`config.mk`:
```
export PLATFORM = sky130hd
export DESIGN_NAME = sync_ram_dp
export DESIGN_NICKNAME = d
export VERILOG_FILES = /design/src/rtl/ram_pkg.sv /design/src/rtl/ram_clear_seq.sv /design/src/rtl/sync_ram_dp.sv
export SDC_FILE = /design/constraint.sdc
export NUM_CORES = 1
export LEC_CHECK = 0
export CORE_MARGIN = 8
export CORE_UTILIZATION = 55
export CTS_BUF_LIST = sky130_fd_sc_hd__clkbuf_16
export DETAILED_ROUTE_END_ITERATION = 7
export GPL_ROUTABILITY_DRIVEN = 0
export PLACE_DENSITY = 0.82
export SYNTH_ARGS = -nofsm -noshare
export SYNTH_HDL_FRONTEND = slang
export SYNTH_SLANG_ARGS = --single-unit
```
`constraint.sdc`:
```
create_clock -name clk -period 1.8 [get_ports clk]
set_input_delay 0.36 -clock clk [delete_from_list [all_inputs] [get_ports clk]]
set_output_delay 0.36 -clock clk [all_outputs]
set_load 0.01 [all_outputs]
```
`src/rtl/ram_pkg.sv`:
```
// Shared types and constants for the dual-port data RAM.
package ram_pkg;

  typedef enum logic {ST_INIT, ST_RUN} ram_state_t;

  localparam int unsigned RD_LATENCY = 1;

endpackage

```
`src/rtl/ram_clear_seq.sv`:
```
// Post-reset clear sweep: walks every address once, then hands the array to the user ports.
module ram_clear_seq
  import ram_pkg::*;
#(
  parameter int unsigned M              = 32,
  parameter int unsigned CLEAR_ON_RESET = 1,
  localparam int unsigned AddrSz        = $clog2(M)
) (
  input  logic              clk,
  input  logic              rst,
  output logic              ready,
  output logic              clr_en,
  output logic [AddrSz-1:0] clr_addr
);

  localparam logic [AddrSz-1:0] LastAddr = AddrSz'(M - 1);
  localparam ram_state_t        RstState = (CLEAR_ON_RESET != 0) ? ST_INIT : ST_RUN;

  ram_state_t        state_q, state_d;
  logic [AddrSz-1:0] cnt_q, cnt_d;
  logic              ready_q;

  always_ff @(posedge clk or posedge rst) begin
    if (rst) begin
      state_q <= RstState;
      cnt_q   <= '0;
      ready_q <= 1'b0;
    end else begin
      state_q <= state_d;
      cnt_q   <= cnt_d;
      ready_q <= (state_d == ST_RUN);
    end
  end

  always_comb begin
    state_d = state_q;
    cnt_d   = cnt_q;
    if (state_q == ST_INIT) begin
      if (cnt_q == LastAddr) begin
        state_d = ST_RUN;
        cnt_d   = '0;
      end else begin
        cnt_d = cnt_q + AddrSz'(1);
      end
    end
  end

  // ready is its own flop so it stays low through reset even when the FSM resets into ST_RUN.
  assign ready    = ready_q;
  assign clr_en   = (state_q == ST_INIT);
  assign clr_addr = cnt_q;

endmodule

```
`src/rtl/sync_ram_dp.sv`:
```
// Simple dual-port synchronous RAM: one write port, one registered read port, optional clear sweep.
module sync_ram_dp
  import ram_pkg::*;
#(
  parameter int unsigned N              = 8,
  parameter int unsigned M              = 32,
  parameter int unsigned WRITE_FIRST    = 0,
  parameter int unsigned CLEAR_ON_RESET = 1,
  localparam int unsigned AddrSz        = $clog2(M)
) (
  input  logic              clk,
  input  logic              rst,
  input  logic              w_en,
  input  logic [AddrSz-1:0] w_addr,
  input  logic [N-1:0]      w_data,
  input  logic              r_en,
  input  logic [AddrSz-1:0] r_addr,
  output logic [N-1:0]      r_data,
  output logic              r_valid,
  output logic              ready
);

  localparam logic [AddrSz:0] AddrLim = (AddrSz + 1)'(M);

  logic [N-1:0]      mem [0:M-1];
  logic              clr_en;
  logic [AddrSz-1:0] clr_addr;
  logic              w_in_range, r_in_range;
  logic              wr_fire, rd_fire;
  logic [N-1:0]      rd_word;
  logic [N-1:0]      r_data_q;
  logic              r_valid_q;

  ram_clear_seq #(
    .M              (M),
    .CLEAR_ON_RESET (CLEAR_ON_RESET)
  ) u_clear (
    .clk      (clk),
    .rst      (rst),
    .ready    (ready),
    .clr_en   (clr_en),
    .clr_addr (clr_addr)
  );

  assign w_in_range = ({1'b0, w_addr} < AddrLim);
  assign r_in_range = ({1'b0, r_addr} < AddrLim);
  assign wr_fire    = ready && w_en && w_in_range;
  assign rd_fire    = ready && r_en;

  // Clear sweep owns the write port while active; user writes are only accepted once ready.
  always_ff @(posedge clk) begin
    if (clr_en) begin
      mem[clr_addr] <= '0;
    end else if (wr_fire) begin
      mem[w_addr] <= w_data;
    end
  end

  always_comb begin
    rd_word = '0;
    if (r_in_range) begin
      if ((WRITE_FIRST != 0) && wr_fire && (w_addr == r_addr)) begin
        rd_word = w_data;
      end else begin
        rd_word = mem[r_addr];
      end
    end
  end

  always_ff @(posedge clk or posedge rst) begin
    if (rst) begin
      r_data_q  <= '0;
      r_valid_q <= 1'b0;
    end else begin
      r_valid_q <= rd_fire;
      if (rd_fire) begin
        r_data_q <= rd_word;
      end
    end
  end

  assign r_data  = r_data_q;
  assign r_valid = r_valid_q;

endmodule

```
==> impl_metrics.prom <==
# TYPE chip_impl_metric gauge
chip_impl_info{name="run_status",value="completed"} 1
chip_impl_metric{name="yosys_warnings",unit=""} 0
chip_impl_metric{name="async_reset_ff_share",unit="%"} 5.535
chip_impl_metric{name="die_height",unit="um"} 157.2
chip_impl_metric{name="p_leak",unit="nW"} 5.173
chip_impl_metric{name="timing.critical_path.required",unit="ns"} 1.44
chip_impl_metric{name="final.min_clock_period",unit="ns"} 1.764
chip_impl_metric{name="tot_gr_track_use",unit="%"} 20.42
chip_impl_info{name="timing.critical_path.from_type",value="register"} 1
chip_impl_metric{name="drt-total-wl",unit="um"} 24890
chip_impl_metric{name="max_freq",unit="MHz"} 567.0
chip_impl_metric{name="dr.first_iter.drc_count",unit=""} 661
chip_impl_metric{name="drcViolationCount",unit=""} 0
chip_impl_metric{name="synth.top_cell.area_share",unit="%"} 70.09
chip_impl_info{name="ys.flop_type",value="edfxtp_1"} 1
chip_impl_metric{name="die_width",unit="um"} 157.2
chip_impl_metric{name="drt_pass1_iterations",unit=""} 5
chip_impl_metric{name="synth.avg_cell_area",unit="um^2"} 17.22
chip_impl_metric{name="xor_xnor_portion_of_the_synthesized_cell_area",unit="%"} 0
chip_impl_metric{name="synth_mux_area_share",unit="%"} 12.17
chip_impl_metric{name="report.final.slew_viol_count",unit=""} 0
chip_impl_metric{name="grt_antenna_before_repair",unit=""} 0
chip_impl_info{name="cpMaxStageDelayCell",value="clkdlybuf4s50_1"} 1
chip_impl_metric{name="placement.io_buffers",unit=""} 31
chip_impl_metric{name="max-clock-path-buffers",unit=""} 3
chip_impl_metric{name="crit_path_max_fanout",unit=""} 1
chip_impl_metric{name="clk_transition_reported_paths",unit="ns"} 0.06
chip_impl_metric{name="ir_drop",unit="mV"} 0.8043
chip_impl_metric{name="synth_sequential_area_ratio",unit="%"} 73.51
chip_impl_info{name="post_synth_main_area_contributors",value="edfxtp_1 70%, mux2i_1 12%, dfrtp_1 3.4%, a22oi_1 2.2%, a22o_1 1.3%"} 1
chip_impl_metric{name="boundaryPins",unit=""} 32
chip_impl_metric{name="synth_edf_count",unit=""} 256
chip_impl_metric{name="fin_worst_skew",unit="ns"} 0.01149
chip_impl_info{name="mostFrequentLayoutCell",value="edfxtp_1"} 1
chip_impl_metric{name="first_global_vias",unit=""} 6323
chip_impl_metric{name="final-instance-count-excl-fill",unit=""} 1036
chip_impl_metric{name="core",unit="um^2"} 19530
chip_impl_metric{name="fillers",unit=""} 1265
chip_impl_metric{name="layout-area-overhead-vs-synth",unit="%"} 20.07
chip_impl_metric{name="detailed_place_hpwl",unit="um"} 15830
chip_impl_metric{name="total_instance_count_after_detailed_placement",unit=""} 992
chip_impl_metric{name="cp_peak_stage_delay",unit="ns"} 0.54
chip_impl_metric{name="register_area",unit="um^2"} 8064
chip_impl_metric{name="post-route-period-util",unit="%"} 97.98
chip_impl_metric{name="arrival",unit="ns"} 1.40
chip_impl_metric{name="tightestPinTransition",unit="ns"} 0.7444
chip_impl_metric{name="globalRoute.totalOverflow",unit=""} 0
chip_impl_metric{name="syn-cell-area",unit="um^2"} 10970
chip_impl_metric{name="max_cap_violations",unit=""} 0
chip_impl_info{name="clock_tree.root_cell",value="clkbuf_16"} 1
chip_impl_metric{name="drt-wirelength-per-cell",unit="um"} 24.02
chip_impl_metric{name="timing_hold_violations_final",unit=""} 0
chip_impl_metric{name="die_area",unit="um^2"} 24720
chip_impl_metric{name="synth-adder-area-share",unit="%"} 0.2282
chip_impl_info{name="worst-setup-path-type",value="reg -> out"} 1
chip_impl_info{name="path_cells",value="clkdlybuf4s50_1"} 1
chip_impl_metric{name="htree_num_levels",unit=""} 1
chip_impl_metric{name="route.vias.total",unit=""} 6237
chip_impl_metric{name="clock_sinks",unit=""} 271
chip_impl_info{name="hp-class",value="in -> async"} 1
chip_impl_metric{name="num_rows",unit=""} 51
chip_impl_info{name="rsz_0062_raised_after_global_routing",value="yes"} 1
chip_impl_metric{name="post_syn_instances",unit=""} 637
chip_impl_metric{name="multiInputGateArea",unit="um^2"} 2764
chip_impl_metric{name="synth_cell_type_count",unit=""} 37
chip_impl_metric{name="synthesis.nets",unit=""} 661
chip_impl_metric{name="layout-drive-gt1-share",unit="%"} 21.92
chip_impl_metric{name="synth_simple_gate_area_share",unit="%"} 3.536
chip_impl_metric{name="routed_via_density",unit=""} 6.020
chip_impl_metric{name="floorplan.initialDensity",unit="%"} 56.17
chip_impl_metric{name="clock_buffers_created_by_tritoncts",unit=""} 25
chip_impl_metric{name="power_per_cell_area",unit="nW/um^2"} 950.1
chip_impl_metric{name="design_power_total",unit="mW"} 12.51
chip_impl_metric{name="diodes",unit=""} 0
chip_impl_metric{name="final_antenna_net_count",unit=""} 0
chip_impl_info{name="critPathTopFamily",value="buffers and inverters"} 1
chip_impl_metric{name="cts-hold-fix-buffers",unit=""} 0
chip_impl_metric{name="relSlewSlack",unit="%"} 50.32
chip_impl_metric{name="layout.nets",unit=""} 779
chip_impl_metric{name="synth-seq-cells",unit=""} 271
chip_impl_info{name="synth_top_family_by_area",value="multiplexers"} 1
chip_impl_metric{name="maximum_number_of_pins_on_one_net_before_global_route_repair",unit=""} 33
chip_impl_info{name="tritoncts",value="done"} 1
chip_impl_info{name="commonest_cells_after_routing_fill_and_taps_aside",value="256 x edfxtp_1, 130 x mux2i_1, 70 x buf_4"} 1
chip_impl_metric{name="synth_compound_area_share",unit="%"} 8.305
chip_impl_info{name="worstSetupEndpointType",value="output pin"} 1
chip_impl_metric{name="setup-violations-final",unit=""} 0
chip_impl_info{name="netlist.top_cell.by_area",value="edfxtp_1"} 1
chip_impl_metric{name="clock_insertion_delay_worst_skew",unit="ns"} 0.52
chip_impl_metric{name="worstPathBufferInverterCount",unit=""} 1
chip_impl_metric{name="wire_length_of_the_first_global_routing_pass",unit="um"} 37550
==> metrics by stage <==
| stage | setup TNS [ns] | worst slack, ns | util [%] | hold WS, ns | instance area, um^2 |
|---|---|---|---|---|---|
| floorplan | -10.93 | -0.07161 | - | 0.2615 | 10980 |
| global placement | -99.56 | -0.5304 | 63.11 | 0.5061 | 12320 |
| detailed placement | -114.91 | -0.6154 | 63.11 | 0.5210 | 12320 |
| CTS | 0 | 0.001049 | 66.97 | 0.2796 | 13080 |
| global route | -0.4837 | -0.03007 | 67.44 | 0.3104 | 13170 |
| finish | 0 | 0.03632 | 67.44 | 0.2892 | 13170 |
==> registers in the layout (all words and copies together), names as in the netlist <==
signal            count
u_clear.state_q       1
u_clear.clr_addr      5
r_data                8
r_valid               1
mem                 256
==> power breakdown <==
part / total [mW] / switching [mW] / internal [mW] / leakage [nW]
sequential: 6.97 / 0.0308 / 6.93 / 2.83
combinational: 0.966 / 0.540 / 0.426 / 1.96
clock: 4.58 / 2.08 / 2.50 / 0.375
total: 12.5 / 2.65 / 9.86 / 5.17
==> kinds of logic after synthesis <==
kind of cell,Yosys count
simple gates,86
fa+ha+maj,2
compound gates,109
mux,133
flops,271
buf+inv,36
==> routing by layer <==
| metal | GRT usage (%) | part of all wire (%) | up-vias |
|---|---|---|---|
| li1 | - | - | 2772 |
| met1 | 26.12 | 39 | 3121 |
| met2 | 35.22 | 51 | 309 |
| met3 | 3.619 | 8.1 | 35 |
| met4 | 5.757 | 2.0 | 0 |
| met5 | 0 | 0 | - |
==> cell usage after synthesis (3+ instances only) <==
library cell  count
nor2b_1           4
buf_4             5
nand2b_1          6
nor2_1           37
dfrtp_1          15
a22oi_1          32
a22o_1           16
and3_1            9
mux2i_1         130
nand2_1          23
o41ai_2           8
o21ai_0           6
o22ai_1           8
a221oi_2          8
buf_6             7
clkbuf_1         14
a221oi_1          8
mux2_2            3
a21oi_1          17
edfxtp_1        256
==> cell type report <==
cell class | count | area share, %
inverters | 2 | 0.05701
repair buffers | 125 | 9.862
clock inverters | 18 | 0.5891
multi-input cells | 330 | 20.99
well taps | 265 | 2.518
clock buffers | 25 | 4.751
flip-flops and latches | 271 | 61.24
==> final timing paths <==
check / from / endpoint / cells after the start / slack (ns)
hold reg to reg: r_data[6]$_DFFE_PP0P_ / r_data[6]$_DFFE_PP0P_ / 2 / 0.54
hold / removal: rst / r_data[1]$_DFFE_PP0P_ / 2 / 0.29
max in group asynchronous: rst / u_clear.state_q$_DFF_PP0_ / 2 / 1.00
setup reg to reg: u_clear.state_q$_DFF_PP0_ / mem[11][4]$_DFFE_PP_ / 7 / 0.04
min in group clk: r_data[6]$_DFFE_PP0P_ / r_data[6]$_DFFE_PP0P_ / 2 / 0.54
setup / recovery: r_valid$_DFF_PP0_ / r_valid / 1 / 0.04
==> timing repair <==
action	CTS	global route
endpoints found under the setup margin	106	176
setup buffers	0	0
gates cloned	1	0
pin swaps	2	4
resized for setup	15	25
Power figures use the tool's default switching activity.
